**config.mk**
```make
export PLATFORM = sky130hd
export DESIGN_NAME = cpu_clock_gen
export DESIGN_NICKNAME = d
export VERILOG_FILES = /design/src/rtl/cpu_clock_gen.sv
export SDC_FILE = /design/constraint.sdc
export NUM_CORES = 1
export LEC_CHECK = 0
export ABC_CLOCK_PERIOD_IN_PS = 4000
export CAP_MARGIN = 5
export CORE_MARGIN = 5
export CORE_UTILIZATION = 43
export CTS_BUF_LIST = sky130_fd_sc_hd__clkbuf_4 sky130_fd_sc_hd__clkbuf_8
export DETAILED_ROUTE_END_ITERATION = 10
export PLACE_DENSITY = 0.67
export SLEW_MARGIN = 10
export SYNTH_ARGS = -nofsm -noshare
export SYNTH_HDL_FRONTEND = slang
export SYNTH_SLANG_ARGS = --single-unit
```
**constraint.sdc**
```tcl
create_clock -name U -period 4 [get_ports U]
set_input_delay 0.8 -clock U [delete_from_list [all_inputs] [get_ports U]]
set_output_delay 0.8 -clock U [all_outputs]
set_load 0.02 [all_outputs]
```
**src/rtl/cpu_clock_gen.sv**
```systemverilog
// cpu_clock_gen: slow CPU clock T from fabric clock U with clamped half-periods, free-run, single-step and clean halt (optional CYCCNT under CPU_CLOCK_GEN_CYCCNT_EN)
module cpu_clock_gen #(
    parameter int CNTW  = 16,
    parameter int MINLO = 2,
    parameter int MINHI = 441
) (
    input  logic            U,
    input  logic            RESET,
    input  logic            RUN,
    input  logic            STEP,
    output logic            STEPACK,
    input  logic [CNTW-1:0] DIVLO,
    input  logic [CNTW-1:0] DIVHI,
    output logic            T,
    output logic            BUSY
`ifdef CPU_CLOCK_GEN_CYCCNT_EN
   ,output logic [31:0]     CYCCNT
`endif
);
    localparam logic [1:0]      IDLE    = 2'd0;
    localparam logic [1:0]      LOW_RUN = 2'd1;
    localparam logic [1:0]      HIGH    = 2'd2;
    localparam logic [CNTW-1:0] MIN_LO  = CNTW'(MINLO);
    localparam logic [CNTW-1:0] MIN_HI  = CNTW'(MINHI);
    localparam logic [CNTW-1:0] ONE     = CNTW'(1);

    logic [1:0]      state, state_n;
    logic [CNTW-1:0] cnt, cnt_n, lo, hi;
    logic            stepping, stepping_n, done;

    assign lo   = (DIVLO < MIN_LO) ? MIN_LO : DIVLO;
    assign hi   = (DIVHI < MIN_HI) ? MIN_HI : DIVHI;
    assign done = (state == HIGH) && (cnt == '0);

    // next state: phases only end when their counter expires; RUN/STEP are looked at only in IDLE and at end of HIGH
    always_comb begin
        state_n    = state;
        cnt_n      = cnt;
        stepping_n = stepping;
        case (state)
            IDLE: begin
                if (RUN || STEP) begin
                    state_n    = LOW_RUN;
                    cnt_n      = lo - ONE;
                    stepping_n = !RUN;
                end
            end
            LOW_RUN: begin
                state_n = (cnt == '0) ? HIGH : LOW_RUN;
                cnt_n   = (cnt == '0) ? hi - ONE : cnt - ONE;
            end
            HIGH: begin
                cnt_n = cnt - ONE;
                if (cnt == '0) begin
                    stepping_n = 1'b0;
                    state_n    = (!stepping && RUN) ? LOW_RUN : IDLE;
                    cnt_n      = (!stepping && RUN) ? lo - ONE : '0;
                end
            end
            default: begin
                state_n    = IDLE;
                cnt_n      = '0;
                stepping_n = 1'b0;
            end
        endcase
    end

    // state, counter and glitch-free registered outputs; reset stops T abruptly
    always_ff @(posedge U) begin
        if (RESET) begin
            state    <= IDLE;
            cnt      <= '0;
            stepping <= 1'b0;
            T        <= 1'b0;
            BUSY     <= 1'b0;
            STEPACK  <= 1'b0;
        end else begin
            state    <= state_n;
            cnt      <= cnt_n;
            stepping <= stepping_n;
            T        <= (state_n == HIGH);
            BUSY     <= (state_n == LOW_RUN) || (state_n == HIGH);
            STEPACK  <= done && stepping;
        end
    end

`ifdef CPU_CLOCK_GEN_CYCCNT_EN
    // completed CPU cycles, counted on every falling edge of T
    always_ff @(posedge U) begin
        if (RESET) CYCCNT <= '0;
        else       CYCCNT <= done ? CYCCNT + 32'd1 : CYCCNT;
    end
`endif

endmodule

```
* Word-level counts from Yosys, hierarchy flattened
Index checks and enable logic that the tools add are counted.
** Cells by class
- $add $sub $neg :: 3
- Order comparisons :: 2
- Equality and inequality tests :: 6
- Mux-type cells :: 15
- Bitwise operators :: 1
- Reductions and logical operators :: 10
** Operators by type and width (number)
- 16-bit 2-to-1 mux :: 6
- 16-bit case mux with 3 select lines :: 1
- 16-bit by 1-bit subtractor with 16-bit output (second input constant) :: 3
- 16-bit zero test :: 1
- 16-bit by 2-bit less-than comparator with 1-bit output (second input constant) :: 1
- 16-bit by 9-bit less-than comparator with 1-bit output (second input constant) :: 1
- 2-bit 2-to-1 mux :: 3
- 2-bit case mux with 3 select lines :: 1
- 2-bit by 1-bit equality test with 1-bit output (second input constant) :: 2
- 2-bit equality test (second input constant) :: 2
- 1-bit logical AND :: 3
- 1-bit 2-to-1 mux :: 3
- 1-bit case mux with 3 select lines :: 1
- 3-bit AND reduction :: 1
- 1-bit zero test :: 2
- 2-bit zero test :: 1
- 1-bit logical OR :: 2
- 2-bit by 1-bit != test with 1-bit output (second input constant) :: 1
- 2-bit != test (second input constant) :: 1
- 1-bit NOT :: 1
** Storage, ports and cells
- Register bits :: 22
- Input port bits :: 36
- Output and inout bits :: 3
- Word-level logic and storage cells :: 43

* Logic depth before layout (Yosys ltp)
Gate-level depths: netlist of the first run.
- Depth after elaboration :: 7
- Gate-level depth with buffers :: 12
- Depth with buffers taken out :: 11

* Worst setup path before layout of the first run
OpenSTA, ideal clock, no wires.
- Kind :: input port to flip-flop
- From :: input DIVLO[10]
- To :: register cnt[6]
- Setup time :: 0.071 ns
- Data arrival time :: 3.271 ns
- Required time :: 3.929 ns
- Path slack :: 0.658 ns
- Stages :: 11
- Path buffers :: 0
- Cells stage by stage :: nor3_1 > nand4_1 > or2_2 > nand2_1 > ha_1 > or4b_1 > nor2_1 > xor2_1 > nand2_1 > a311o_1 > a21oi_1
** Between the ends
- Word-level cells in the longest chain between the ends :: 6
- Elaborated cells between the ends (all ways) :: 7
- Classes of those cells :: add/sub (1); order compare (1); mux (5)
** Ends and longest elaborated chain
- from (decl) :: RTL line 12 : input logic [CNTW-1:0] DIVLO,
- 16-bit by 2-bit less-than comparator with 1-bit output * :: RTL line 31 : assign lo = (DIVLO < MIN_LO) ? MIN_LO : DIVLO;
- 16-bit 2-to-1 mux * :: RTL line 31
- 16-bit by 1-bit subtractor with 16-bit output * :: RTL line 44, 57
- 16-bit 2-to-1 mux :: RTL line 57 : cnt_n = (!stepping && RUN) ? lo - ONE : '0;
- 16-bit 2-to-1 mux :: RTL line 54 : if (cnt == '0) begin
- 16-bit case mux with 3 select lines * :: RTL line 40 : case (state)
- to (signal assigned) :: RTL line 79 : cnt <= cnt_n;
- to (decl) :: RTL line 28 : logic [CNTW-1:0] cnt, cnt_n, lo, hi;
Mark *: on every way between the ends. The rest lies on a longest branch, timed or not. The select of a mux whose other input is x is not followed.
A chain may end at the register's enable or synchronous reset.

* Final worst setup path of the first run
- From :: input DIVLO[6]
- To :: register cnt[6]
** Between the ends
- Word-level cells in the longest chain between the ends :: 6
- Elaborated cells between the ends (all ways) :: 7
- Classes of those cells :: add/sub (1); order compare (1); mux (5)
** Ends and longest elaborated chain (RTL line)
- 16-bit by 2-bit less-than comparator with 1-bit output :: 31
- 16-bit 2-to-1 mux * :: 31
- 16-bit by 1-bit subtractor with 16-bit output * :: 44, 57
- 16-bit 2-to-1 mux :: 57
- 16-bit 2-to-1 mux :: 54
- 16-bit case mux with 3 select lines * :: 40
Marks and branches as above.

==> run_results.csv, run 1 <==
group,metric,value,unit
synthesis,avgSynthCellArea,7.49,um2
placement,gp_congestion,0.900,
synthesis,synth_compound_area_share,27.4,%
pwr,irDropWorstVdd,0.145,mV
cts,path_clk_slew,0.09,ns
setup_path,critPathRequiredTime,4.22,ns
synthesis,syn_area,2360,um2
cts,hold_buffers,0,
setup_path,start_kind,"input port",
setup_path,path_class,"input port to flop",
synthesis,syn_inst,315,
synthesis,synth_fp_nets,355,
drt,ant_nets,0,
timing,setup_ws,0.484,ns
timing,rsz0062_at_grt,"false",
drt,wl,7.31,mm
final_layout,layout-drive-gt1-share,9.71,%
drt,drt_iter0_markers,291,
synthesis,yosys_warnings,0,
timing,period_needed,3.52,ns
cts,clock_sinks,22,
final_layout,fin_cells,422,
setup_path,cp_top_family,"simple AND/OR/NAND/NOR gates",
grt,antenna_found_initial,0,
status,status,"complete, no violations",
synthesis,yosysUniqueCellTypes,68,
grt,grt_usage,20.1,%
setup_path,crit_slowest_cell,"or4b_1",
cts,cts_setup_buffers,0,
timing,whs,0.511,ns
timing,tns,0,ns
setup_path,path_buf_inv,1,
floorplan,rows,27,
timing,timing.final.max_slew_violations,0,
drt,via_count,2597,
synthesis,synth_seq_cells,22,
pwr,p_leak,0.966,nW
placement,io_buffers,38,
placement,place_ws,0.181,ns
cts,htree_levels,1,
synthesis,synth_xor_xnor_area_share,12.2,%
setup_path,crit_path_end_kind,"flop",
final_layout,fin_util,53.2,%
final_layout,diodes,0,
grt,grt_pass1_vias,2347,
grt,overflow,0,
drt,dr.pass1.iters,5,
floorplan,core,5410,um2
synthesis,synth_ff_type,"dfxtp_1",
floorplan,die_w,84.1,um
flow_run,maxCapViolations,0,
setup_path,cp_cell_sequence,"clkdlybuf4s50_1 > nor4_4 > nand4_1 > or2_2 > nand2_1 > ha_1 > or4b_1 > nor2_1 > xor2_1 > nand2_1 > a311o_1 > a21oi_1",
synthesis,synthArstFlopShare,0,%
synthesis,synthAdderAreaFrac,2.12,%
setup_path,arrival,3.73,ns
cts,clk_latency,0.27,ns
cts,cts_tree,"built",
synthesis,ys_seq_area_share,18.7,%
cts,cts_buffers,3,
cts,cts_max_path_buffers,2,
drt,drc,0,
final_layout,nNetsFinal,391,
grt,grt_pass1_wl,11.7,mm
final_layout,syn2layout_area_growth,21.8,%
setup_path,critPathMaxFanout,4,
min_path,hold_class,"flop to flop",
pwr,p_per_area,307,nW/um2
final_layout,final_area,2880,um2
timing,hold_viol,0,
placement,dpl_cell_area,2820,um2
cts,cts_resized,0,
setup_path,crit_path_max_incr_delay,0.52,ns
grt,grt_max_degree,21,
cts,ctsRootBufferMaster,"clkbuf_8",
timing,maxSlewHeadroom,48.4,%
drt,detail_route.wl_per_cell,17.3,um
synthesis,synth_top_family_by_area,"simple AND/OR/NAND/NOR gates",
setup_path,crit_top_cell,"nand2_1",
timing,finalSetupViolCount,0,
placement,post-place-cells,418,
timing,clock_skew,0.00528,ns
timing,max_slew.worst_pin.slew,0.767,ns
timing,final.period_utilization,87.9,%
synthesis,synth_mux_area_share,0.848,%
pwr,p_total,0.882,mW
timing,max_freq,0.284,GHz
drt,vias_per_cell,6.15,
floorplan,die-area,7070,um2
floorplan,die_h,84.1,um
floorplan,initial_core_util,43.7,%
floorplan,io_pins,39,
synthesis,synth-simple-area-share,34.9,%
synthesis,synth_edf_count,0,
placement,dp_hpwl,5.78,mm
==> sequential cells by signal (all words and copies together) (netlist names) <==
name	flops
T	1
cnt	16
state	2
BUSY	1
STEPACK	1
stepping	1
==> worst paths after layout <==
check / from / end / slack, ns / cells after the start
worst min-delay path: stepping$_SDFFE_PP0P_ / STEPACK$_SDFF_PP0_ / 0.51 / 1
worst max-delay path: DIVLO[6] / cnt[6]$_SDFFE_PP0P_ / 0.48 / 12
worst min register to register: stepping$_SDFFE_PP0P_ / STEPACK$_SDFF_PP0_ / 0.51 / 1
worst max register to register: cnt[0]$_SDFFE_PP0P_ / BUSY$_SDFF_PP0_ / 1.23 / 9
==> worst register-to-register path, delay by kind of cell (launching register included) <==
kind                       cells  cell delay (ns)
adders and majority gates      2             0.55
DFF                            1             0.39
and+or+nand+nor                4             1.30
buffers and inverters          1             0.09
AOI/OAI and AO/OA              2             0.39
==> synthesized netlist by cell type, types with 3 or more instances <==
library cell | count | area, um2
a21oi_1 | 24 | 120
a22o_1 | 3 | 26.3
a22oi_1 | 3 | 22.5
a311oi_1 | 3 | 26.3
a31oi_1 | 4 | 25.0
a32oi_1 | 3 | 26.3
buf_2 | 4 | 20.0
clkbuf_1 | 7 | 26.3
dfxtp_1 | 22 | 440
ha_1 | 4 | 50.1
inv_1 | 4 | 15.0
nand2_1 | 20 | 75.1
nand2b_1 | 4 | 25.0
nand3_1 | 13 | 65.1
nand4_1 | 5 | 31.3
nand4b_1 | 4 | 35.0
nor2_1 | 34 | 128
nor2b_1 | 4 | 25.0
nor3_1 | 17 | 85.1
nor4_1 | 4 | 25.0
o211ai_1 | 3 | 22.5
o21ai_0 | 23 | 115
o22ai_1 | 3 | 18.8
o31a_1 | 3 | 26.3
o31ai_1 | 6 | 45.0
or2_2 | 4 | 25.0
or3_1 | 4 | 25.0
or4_1 | 4 | 30.0
xnor2_1 | 15 | 131
xor2_1 | 18 | 158
==> where the power goes <==
part	leakage [nW]	switching, mW	total [mW]	internal (mW)
registers	0.182	0.0524	0.300	0.248
logic	0.755	0.232	0.408	0.176
clock network	0.0288	0.0853	0.173	0.0881
==> placed cells by master (no fill, tap or decap), drive strengths merged, types with 4 or more instances in the layout <==
master and instances:
xor2 18, ha 4, nor4 7, a21oi 25, o31ai 6, or4 5, nor2b 4, inv 4
or3 4, dfxtp 22, a311oi 4, nor2 37, nand3 13, nand2b 4, or2 5, nand4 6
nand4b 4, clkdlybuf4s50 38, buf 8, nor3 18, nand2 20, xnor2 15, o21ai 26, clkbuf 4
a31oi 4
==> layer usage <==
metal | vias to the layer above | routed length [um] | share of wire, % | GRT usage (%)
li1 | 1266 | - | - | -
met1 | 1197 | 3340 | 46 | 27.0
met2 | 116 | 3250 | 45 | 32.4
met3 | 18 | 482 | 6.6 | 2.57
met4 | 0 | 234 | 3.2 | 8.19
met5 | - | 0 | 0 | 0
==> final cells by class <==
type                       instances  area, um2
inverter                           4       15.0
sequential                        22        440
clock buffer                       4       55.1
multi-input combinational        274       1830
timing repair buffer              46        440
fill                             537       2530
tap                               72       90.1
==> kinds of logic (layout without fill, tap and decap cells) <==
logic type | Yosys count | after routing
AO/OA/AOI/OAI | 97 | 97
AND/OR/NAND/NOR | 138 | 138
flip-flops | 22 | 22
multiplexers | 2 | 2
adder cells (fa/ha/maj) | 4 | 4
buffers and inverters | 19 | 54
XOR/XNOR | 33 | 33
No activity file was read; power rests on OpenSTA's default activity.
==> run 2: changes to the inputs <==
--- a/config.mk
+++ b/config.mk
@@ -5,13 +5,14 @@
 export SDC_FILE = /design/constraint.sdc
 export NUM_CORES = 1
 export LEC_CHECK = 0
-export ABC_CLOCK_PERIOD_IN_PS = 4000
+export ABC_CLOCK_PERIOD_IN_PS = 4300
 export CAP_MARGIN = 5
 export CORE_MARGIN = 5
 export CORE_UTILIZATION = 43
 export CTS_BUF_LIST = sky130_fd_sc_hd__clkbuf_4 sky130_fd_sc_hd__clkbuf_8
 export DETAILED_ROUTE_END_ITERATION = 10
 export PLACE_DENSITY = 0.67
+export RECOVER_POWER = 100
 export SLEW_MARGIN = 10
 export SYNTH_ARGS = -nofsm -noshare
 export SYNTH_HDL_FRONTEND = slang
==> constraint.sdc (replaced) <==
create_clock -name U -period 4.3 [get_ports U]
set_input_delay 0.86 -clock U [delete_from_list [all_inputs] [get_ports U]]
set_output_delay 0.86 -clock U [all_outputs]
set_load 0.02 [all_outputs]
==> run 2 against run 1 <==
Combinational power shrank 11%. Die area is the same. Cell count shrank 1.2%. Largest cell class unchanged. Critical endpoint unchanged.
==> run_results.csv, run 2 (synthesis results as in run 1) <==
group,metric,value,unit
floorplan,io_pins,39,
min_path,hold_path_startpoint,"stepping$_SDFFE_PP0P_",
final_layout,layout-drive-gt1-share,6.96,%
setup_path,crit_path_end_kind,"flop",
setup_path,reg2reg_to,"BUSY$_SDFF_PP0_",
status,status,"complete, no violations",
setup_path,reg2reg_setup_slack,0.94,ns
min_path,hold_class,"flop to flop",
grt,grt_max_degree,21,
setup_path,path_class,"input port to flop",
cts,hold_buffers,0,
final_layout,diodes,0,
timing,final.period_utilization,89.7,%
cts,path_clk_slew,0.08,ns
grt,grt_pass1_wl,11.6,mm
cts,ctsRootBufferMaster,"clkbuf_8",
flow_run,maxCapViolations,0,
drt,drt_iter0_markers,267,
placement,gp_congestion,0.909,
cts,cts_resized,0,
timing,clock_skew,0.00809,ns
floorplan,core,5410,um2
setup_path,arrival,4.06,ns
placement,dp_hpwl,5.73,mm
pwr,p_per_area,278,nW/um2
cts,cts_tree,"built",
final_layout,fillers,546,
timing,whs,0.530,ns
placement,dpl_cell_area,2790,um2
cts,clock_sinks,22,
grt,grt_usage,19.9,%
timing,setup_ws,0.445,ns
timing,tns,0,ns
floorplan,rows,27,
final_layout,final_common_cell,"nor2_1",
setup_path,r2r-start,"cnt[0]$_SDFFE_PP0P_",
timing,max_freq,0.259,GHz
floorplan,die_w,84.1,um
pwr,irDropWorstVdd,0.120,mV
grt,grt_pass1_vias,2346,
drt,dr.pass1.iters,5,
final_layout,fin_util,51.6,%
placement,place_ws,0.307,ns
cts,cts_setup_buffers,0,
timing,period_needed,3.86,ns
final_layout,largest-register,"cnt",
floorplan,initial_core_util,43.7,%
final_layout,top_regs,"cnt (16), state (2)",
min_path,holdPathStages,1,
timing,hold_viol,0,
floorplan,die_h,84.1,um
cts,htree_levels,1,
timing,timing.final.max_slew_violations,0,
timing,max_slew.worst_pin.slew,1.02,ns
drt,ant_nets,0,
final_layout,nNetsFinal,387,
min_path,holdPathEnd,"STEPACK$_SDFF_PP0_",
grt,overflow,0,
drt,detail_route.wl_per_cell,17.3,um
final_layout,fin_cells,417,
pwr,p_leak,0.933,nW
grt,antenna_found_initial,0,
drt,vias_per_cell,6.14,
pwr,p_total,0.777,mW
cts,cts_max_path_buffers,2,
final_layout,largest_reg_flops,16,
timing,maxSlewHeadroom,32.0,%
floorplan,die-area,7070,um2
placement,io_buffers,38,
cts,clk_latency,0.27,ns
placement,post-place-cells,414,
drt,wl,7.21,mm
drt,via_count,2561,
cts,cts_buffers,3,
drt,drc,0,
timing,finalSetupViolCount,0,
final_layout,layout_common_cells,"34 x nor2_1, 32 x clkdlybuf4s50_1, 24 x a21oi_1, 23 x o21ai_0, 22 x dfxtp_1",
setup_path,ff2ff_path_depth,9,
final_layout,final_area,2790,um2
setup_path,critPathRequiredTime,4.50,ns
setup_path,critPathMaxFanout,4,
setup_path,start_kind,"input port",
timing,rsz0062_at_grt,"false",
final_layout,syn2layout_area_growth,18.2,%
[run 2: worst max path at each step]
stage,from,endpoint,slack [ns],cells past startpoint
final,DIVLO[6],cnt[6]$_SDFFE_PP0P_,0.44,12
after global placement,DIVLO[6],cnt[6]$_SDFFE_PP0P_,0.41,12
after detailed placement,DIVLO[6],cnt[6]$_SDFFE_PP0P_,0.31,12
after CTS,DIVLO[6],cnt[6]$_SDFFE_PP0P_,0.59,12
after floorplan,DIVLO[10],cnt[6]$_SDFFE_PP0P_,0.90,11
after global routing,DIVLO[6],cnt[6]$_SDFFE_PP0P_,0.27,12
[run 2: power by group]
part / internal (mW) / leakage, nW / switching, mW
combinational: 0.158 / 0.730 / 0.207
clock: 0.0628 / 0.0216 / 0.0708
sequential: 0.231 / 0.182 / 0.0477
[run 2: critical path, cell delays in order]
cell	delay, ns
dlygate4sd3_1	0.62
nor4_4	0.30
nand4_1	0.22
or2_2	0.34
nand2_1	0.09
ha_1	0.20
or4b_1	0.53
nor2_1	0.15
xor2_1	0.21
nand2_1	0.08
a311o_1	0.34
a21oi_1	0.11
[run 2: area by class of cell]
| class | count | area, um2 | area share, % |
|---|---|---|---|
| inverters | 4 | 15.0 | 0.538 |
| repair buffers | 42 | 410 | 14.7 |
| clock buffers | 3 | 41.3 | 1.48 |
| flip-flops and latches | 22 | 440 | 15.8 |
| well taps | 72 | 90.1 | 3.23 |
| multi-input cells | 274 | 1790 | 64.3 |
[run 2: metal layers]
metal | vias to the layer above | global-route usage, % | part of all wire (%)
met1 | 1178 | 26.6 | 43
met4 | 0 | 5.70 | 1.9
met2 | 115 | 32.4 | 47
met3 | 11 | 3.85 | 8.2
li1 | 1257 | - | -
met5 | - | 0 | 0
==> run 3: changes to the inputs <==
--- a/config.mk
+++ b/config.mk
@@ -11,7 +11,7 @@
 export CORE_UTILIZATION = 43
 export CTS_BUF_LIST = sky130_fd_sc_hd__clkbuf_4 sky130_fd_sc_hd__clkbuf_8
 export DETAILED_ROUTE_END_ITERATION = 10
-export PLACE_DENSITY = 0.67
+export PLACE_DENSITY = 0.65
 export RECOVER_POWER = 100
 export SLEW_MARGIN = 10
 export SYNTH_ARGS = -nofsm -noshare
==> run 3 against run 2 <==
Cell area grew 1.3%. Die area did not move. Register-to-register slack improved by 0.02 ns. Worst hold slack got worse by 0.0048 ns. Cell count is 0.48% higher. Routed wire length is essentially flat. Maximum frequency rose by 0.54%. Critical path type unchanged. Non-clock buffer count is 1 higher. Via count rose by 2.5%. Total power rose by 9.2%. Clock power rose by 51%.
==> run_results.csv, run 3 (synthesis results as in run 1) <==
group,metric,value,unit
status,status,"complete, no violations",
floorplan,rows,27,
timing,setup_ws,0.466,ns
drt,ant_nets,0,
min_path,hold_class,"flop to flop",
timing,hold_viol,0,
cts,cts_resized,0,
pwr,p_per_area,300,nW/um2
timing,max_slew.worst_pin.slew,1.08,ns
timing,rsz0062_at_grt,"false",
final_layout,top_regs,"cnt (16), state (2)",
final_layout,layout_common_cells,"34 x nor2_1, 31 x clkdlybuf4s50_1, 24 x a21oi_1, 23 x o21ai_0, 22 x dfxtp_1",
drt,vias_per_cell,6.26,
setup_path,crit_path_max_incr_delay,0.57,ns
timing,timing.final.max_slew_violations,0,
floorplan,io_pins,39,
timing,final.period_utilization,89.2,%
final_layout,largest-register,"cnt",
timing,tns,0,ns
cts,cts_setup_buffers,0,
pwr,p_total,0.848,mW
placement,place_ws,0.327,ns
floorplan,die_w,84.1,um
setup_path,path_class,"input port to flop",
placement,dpl_cell_area,2800,um2
cts,cts_max_path_buffers,2,
cts,path_clk_slew,0.09,ns
floorplan,die-area,7070,um2
min_path,hold_path_startpoint,"stepping$_SDFFE_PP0P_",
drt,via_count,2624,
final_layout,largest_reg_flops,16,
final_layout,diodes,0,
placement,io_buffers,38,
cts,cts_tree,"built",
setup_path,path_buf_inv,1,
timing,finalSetupViolCount,0,
floorplan,core,5410,um2
drt,dr.pass1.iters,7,
cts,htree_levels,1,
final_layout,final_common_cell,"nor2_1",
cts,clock_sinks,22,
final_layout,syn2layout_area_growth,19.8,%
final_layout,layout-drive-gt1-share,7.49,%
final_layout,fin_util,52.3,%
flow_run,maxCapViolations,0,
drt,drt_iter0_markers,302,
final_layout,nNetsFinal,388,
placement,dp_hpwl,5.69,mm
setup_path,critPathMaxFanout,5,
pwr,irDropWorstVdd,0.162,mV
drt,detail_route.wl_per_cell,17.2,um
setup_path,start_kind,"input port",
setup_path,r2r-start,"cnt[0]$_SDFFE_PP0P_",
timing,max_freq,0.261,GHz
final_layout,final_area,2830,um2
timing,maxSlewHeadroom,28.1,%
grt,grt_usage,20.0,%
cts,ctsRootBufferMaster,"clkbuf_8",
drt,wl,7.22,mm
timing,clock_skew,0.00502,ns
setup_path,critPathRequiredTime,4.49,ns
grt,grt_pass1_wl,11.6,mm
pwr,p_leak,0.953,nW
final_layout,fillers,555,
grt,antenna_found_initial,0,
setup_path,cp_top_family,"simple AND/OR/NAND/NOR gates",
setup_path,cp_cell_sequence,"dlygate4sd3_1 > or4_1 > nor3b_1 > o21ai_0 > nand2_1 > ha_1 > nand4b_1 > nor3_1 > xor2_1 > o211ai_1 > a211oi_1",
floorplan,die_h,84.1,um
floorplan,initial_core_util,43.7,%
cts,hold_buffers,0,
grt,grt_pass1_vias,2361,
setup_path,worstSetupStartpoint,"DIVHI[11]",
setup_path,arrival,4.03,ns
timing,period_needed,3.83,ns
cts,clk_latency,0.27,ns
setup_path,crit_path_end_kind,"flop",
grt,overflow,0,
cts,cts_buffers,3,
drt,drc,0,
grt,grt_max_degree,22,
setup_path,crit_slowest_cell,"dlygate4sd3_1",
placement,gp_congestion,0.926,
-- run 3: changes by cell type in the layout (fill, tap and decap cells not counted), sizes merged --
cell and delta:
bufinv +1, dlygate4sd3 +1, clkdlybuf4s50 -1, buf +1
-- run 3: final timing paths --
path,cells after the start,slack [ns],to
max,11,0.47,cnt[10]$_SDFFE_PP0P_
min reg2reg,1,0.52,STEPACK$_SDFF_PP0_
min,1,0.52,STEPACK$_SDFF_PP0_
max reg2reg,9,0.96,BUSY$_SDFF_PP0_
-- run 3: final cells by class --
class	count	area [um2]	area share (%)
timing repair buffer	43	418	14.8
multi-input combinational	274	1790	63.4
tap	72	90.1	3.19
clock buffer	3	41.3	1.46
sequential	22	440	15.6
clock inverter	1	30.0	1.06
inverter	4	15.0	0.531
-- run 3: report_power, final --
part	leakage, nW	switching (mW)	total, mW	internal, mW
clock	0.0357	0.0781	0.203	0.125
sequential	0.182	0.0483	0.279	0.231
combinational	0.735	0.208	0.367	0.159
total	0.953	0.334	0.848	0.514
-- run 3: metrics by stage --
step           hold slack, ns  instances
5_1_grt                 0.554        419
3_3_place_gp            0.516        415
2_1_floorplan           0.474        315
3_5_place_dp            0.515        415
6_report                0.525        419
4_1_cts                 0.526        419
-- run 3: routing by layer --
metal,vias to the layer above,routed length (um),GRT usage (%),share of wire [%]
met5,-,0,0,0
met4,0,189,5.70,2.6
met3,20,513,3.46,7.1
met2,119,3280,32.4,45
met1,1225,3240,27.1,45
li1,1260,-,-,-
